<file path="src/rtl/button_reader.sv">
// Debounced push-button reader with a sticky, clear-on-read press-event register.
// Optional registered event interrupt when BUTTON_READER_IRQ_EN is defined (irq tied low otherwise).
module button_reader #(
    parameter int N_BTN           = 4,
    parameter int DEBOUNCE_CYCLES = 50000
) (
    input  logic             clk,
    input  logic             rst,
    input  logic [N_BTN-1:0] btn_in,
    input  logic             rd_en,
    input  logic             rd_sel,
    output logic [7:0]       rd_data,
    output logic             rd_valid,
    output logic             en_sig,
    output logic             irq
);

    localparam logic [15:0] CNT_LAST = 16'(DEBOUNCE_CYCLES - 1);

    logic [N_BTN-1:0] sync_p0;
    logic [N_BTN-1:0] sync_p1;
    logic [N_BTN-1:0] stable;
    logic [N_BTN-1:0] evt;
    logic [15:0]      cnt [N_BTN];
    logic [N_BTN-1:0] done;
    logic [N_BTN-1:0] rise;
    logic [N_BTN-1:0] evt_clr;
    logic [7:0]       rd_mux;

    assign en_sig = rd_en;

    always_comb begin
        for (int i = 0; i < N_BTN; i++) begin
            done[i] = (sync_p1[i] != stable[i]) && (cnt[i] == CNT_LAST);
        end
        // A completing debounce with sync high can only be a 0->1 transition.
        rise    = done & sync_p1;
        evt_clr = (rd_en && rd_sel) ? evt : '0;
        rd_mux  = '0;
        rd_mux[N_BTN-1:0] = rd_sel ? evt : stable;
    end

    // Synchroniser and per-bit debounce counters
    always_ff @(posedge clk or posedge rst) begin
        if (rst) begin
            sync_p0 <= '0;
            sync_p1 <= '0;
            stable  <= '0;
            for (int i = 0; i < N_BTN; i++) begin
                cnt[i] <= '0;
            end
        end else begin
            sync_p0 <= btn_in;
            sync_p1 <= sync_p0;
            for (int i = 0; i < N_BTN; i++) begin
                if (sync_p1[i] == stable[i]) begin
                    cnt[i] <= '0;
                end else if (done[i]) begin
                    cnt[i]    <= '0;
                    stable[i] <= sync_p1[i];
                end else begin
                    cnt[i] <= cnt[i] + 16'd1;
                end
            end
        end
    end

    // Event register and read port; a new rise beats a coincident clear
    always_ff @(posedge clk or posedge rst) begin
        if (rst) begin
            evt      <= '0;
            rd_data  <= '0;
            rd_valid <= 1'b0;
        end else begin
            evt      <= (evt & ~evt_clr) | rise;
            rd_valid <= rd_en;
            if (rd_en) begin
                rd_data <= rd_mux;
            end
        end
    end

`ifdef BUTTON_READER_IRQ_EN
    always_ff @(posedge clk or posedge rst) begin
        if (rst) begin
            irq <= 1'b0;
        end else begin
            irq <= |evt;
        end
    end
`else
    assign irq = 1'b0;
`endif

endmodule

</file>
<file path="config.mk">
export PLATFORM = sky130hd
export DESIGN_NAME = button_reader
export DESIGN_NICKNAME = d
export VERILOG_FILES = /design/src/rtl/button_reader.sv
export SDC_FILE = /design/constraint.sdc
export NUM_CORES = 1
export LEC_CHECK = 0
export BUFFER_PORTS_ARGS = -buffer_cell sky130_fd_sc_hd__buf_2
export CELL_PAD_IN_SITES_DETAIL_PLACEMENT = 1
export CELL_PAD_IN_SITES_GLOBAL_PLACEMENT = 2
export CORE_ASPECT_RATIO = 0.5
export CORE_UTILIZATION = 40
export DETAILED_ROUTE_END_ITERATION = 8
export GPL_ROUTABILITY_DRIVEN = 0
export PLACE_DENSITY = 0.78
export SLEW_MARGIN = 0
export SYNTH_ARGS = -nofsm -noshare
export SYNTH_HDL_FRONTEND = slang
export SYNTH_SLANG_ARGS = --single-unit
</file>
<file path="constraint.sdc">
create_clock -name clk -period 2.9 [get_ports clk]
set_input_delay 0.29 -clock clk [delete_from_list [all_inputs] [get_ports clk]]
set_output_delay 0.29 -clock clk [all_outputs]
set_load 0.1 [all_outputs]
</file>
==> impl_metrics.toml <==
[pwr]
cellLeakagePower_nw = 1.847
p_int_w = 0.001898
peakVddDrop_mv = 0.2951
pwr-share-comb_pct = 6.4
pwr-share-seq_pct = 49.3
clockPowerShare_pct = 44.3
switching_power_w = 0.0005987
p_per_area_nw_per_um2 = 565.0
netSwitchingFraction_pct = 23.98

[synthesis]
synthesis.area_um2 = 3958
muxShareOfSynthArea_pct = 2.245
yosysSeqAreaShare_pct = 53.75
synth_area_leaders = "dfrtp_1 (54%), xnor2_1 (9.7%), nor2_1 (7.2%)"
synth_compound_area_share_pct = 2.719
synth_xor_area_share_pct = 12.84
synth_cell_types = 38
synth_async_sr_flop_share_pct = 100.0
synth-simple-area-share_pct = 23.59
ys_ff_latch = 85
ys.flop_type = "dfrtp_1"
synth.avg_cell_area_um2 = 10.31
synth_top_family_by_area = "simple AND/OR/NAND/NOR gates"
synth_top_area_cell = "dfrtp_1"
netlist_instances = 384
synth_edf_count = 0
yosysWarnings = 0
synth_top_area_share_pct = 53.75
synth_fa_ha_area_share_pct = 1.265

[grt]
grt_use_total_pct = 17.44
overflow = 0
grt_pass1_wl_mm = 13.80
grt_pass1_vias = 2841
antenna_found_initial = 0
grt_max_degree = 86

[clock_tree]
post_cts.repair.setup_buffers = 0
cts_hold_buffers = 0
clk_latency_ns = 0.33
cts_root_buf = "clkbuf_16"
cts_tree = "yes"
cts_buffers = 9
cts.path.max_buffers = 2
htree_levels = 3
clkTransAtPathRegs_ns = 0.06
cts_resized = 0
cts_sinks = 85

[critical_path]
cp_data_arrival_time_ns = 2.24
crit_fanout = 16
slowest_delay_ns = 0.86
crit_path_start_kind = "register"
cp_slowest_cell = "o41ai_4"
crit_type = "reg2reg"
cp.required_ns = 3.07
worst_setup_path_end_kind = "register"
cp_cell_sequence = "ha_1, nand3_1, o41ai_4, nor2_1"

[timing]
hold_viol = 0
max_freq_mhz = 484.7
period_share_pct = 71.14
tightest_slew_ns = 0.8420
slew_violations = 0
setup_violations = 0
finClkSkew_ns = 0.004753
slew_headroom_pct = 43.67
rsz0062_at_grt = "false"
setup_tns_ns = 0
layout_min_cycle_time_ns = 2.063

[placement]
io_buffer_count = 13
detailed_place_hpwl_mm = 5.429
placed_cell_area_um2 = 4138

[layout]
layout_common_cells = "dfrtp_1 (85), nor2_1 (76), xnor2_1 (44), nand3_1 (24), nand4_1 (18)"
drive_above_1_share_pct = 9.677
antennaDiodeCount = 0
fillers = 1075
final_common_cell = "dfrtp_1"
stdcell_area_um2 = 4419
syn_to_final_growth_pct = 11.67
finalNetCount = 411

[routing]
remaining_drc_errors = 0
drtAntennaViolNets = 0
dr.pass1.iters = 4
via_per_inst = 5.117
routed_wl_mm = 7.921
drt-initial-drc-count = 104
wire_per_inst_um = 14.72
via_count = 2753

[run]
cap_viol_max_count = 0

[floorplanning]
row_count = 25
chipHeight_um = 72.34
initial_core_util_pct = 41.62
core_um2 = 9509
ios = 19
die_area_um2 = 10320
fp.dieW_um = 142.7

[worst_hold_path]
hp-class = "in2async"

[outcome]
status = "finished, final reports clean"
-- power groups by stage --
stage	Clock [W]	Sequential [W]	Combinational (W)
final	0.00111	0.00123	0.000160
after global routing	0.00120	0.00123	0.000175
after CTS	0.00115	0.00123	0.000164
after detailed placement	0	0.00125	0.000163
after global placement	0	0.00125	0.000159
after floorplan	0	0.00128	0.000104
-- worst paths after layout --
| check | from | to | slack (ns) | cells after the start |
|---|---|---|---|---|
| max | cnt[32] | cnt[38] | 0.84 | 4 |
| min | rst | sync_p1[2] | 0.06 | 3 |
| max reg2reg | cnt[32] | cnt[38] | 0.84 | 4 |
| min reg2reg | sync_p0[0] | sync_p1[0] | 0.35 | 0 |
| max in group asynchronous | rst | cnt[32] | 2.50 | 3 |
| min in group clk | btn_in[1] | sync_p0[1] | 0.07 | 1 |
-- Yosys cell counts, drive strengths merged (2+ instances only) --
cell type / number
nand3: 24
o21ai: 4
dfrtp: 85
or3: 3
and3: 7
xor2: 14
nand2b: 3
inv: 13
clkbuf: 5
nor2: 76
nand4: 18
buf: 9
mux2: 4
nor3: 12
ha: 4
and4: 2
nor4: 15
nand2: 18
nor4bb: 2
a21oi: 6
nand4bb: 2
mux2i: 4
xnor2: 44
-- sequential cells by signal, summed over array words and instances, names as in the netlist --
signal and cells:
cnt 64, stable 4, evt 4, sync_p1 4, sync_p0 4, rd_data 4
rd_valid 1
-- critical path: cells and delay by family, from the launching register on --
family | cells | cell delay, ns
AO/OA/AOI/OAI | 1 | 0.86
AND/OR/NAND/NOR | 2 | 0.45
flip-flops | 1 | 0.39
adder cells (fa/ha/maj) | 1 | 0.21
-- area by class of cell --
| type | count | area (µm²) | share of cell area, % |
|---|---|---|---|
| sequential | 85 | 2127 | 48.13 |
| multi-input combinational | 276 | 1707 | 38.62 |
| clock buffer | 10 | 229.0 | 5.181 |
| tap | 135 | 168.9 | 3.822 |
| timing repair buffer | 14 | 85.08 | 1.925 |
| clock inverter | 5 | 52.55 | 1.189 |
| inverter | 13 | 50.05 | 1.133 |
-- routing by layer --
metal / GRT usage [%] / vias up / part of all wire, %
met5: 0 / - / 0
met4: 4.659 / 0 / 0.64
met3: 5.347 / 4 / 2.1
met2: 29.63 / 27 / 49
met1: 21.79 / 1396 / 48
li1: - / 1326 / -
-- metrics by stage --
stage	setup WS, ns	power (W)	instances	util (%)	hold slack, ns
2_1_floorplan	0.4165	0.001386	388	-	0.3214
3_3_place_gp	0.9081	0.001409	523	43.51	0.3336
3_5_place_dp	0.8029	0.001416	523	43.51	0.3362
4_1_cts	0.7460	0.002542	538	46.47	0.04956
5_1_grt	0.5982	0.002606	538	46.47	0.04616
6_report	0.8369	0.002497	538	46.47	0.05763
-- logic make-up after synthesis --
family	Yosys count
compound gates	14
xor+xnor	58
fa+ha+maj	4
buf+inv	27
flops	85
mux	8
other cells	1
simple gates	187
Note: power is estimated with default switching activity, not from simulation.
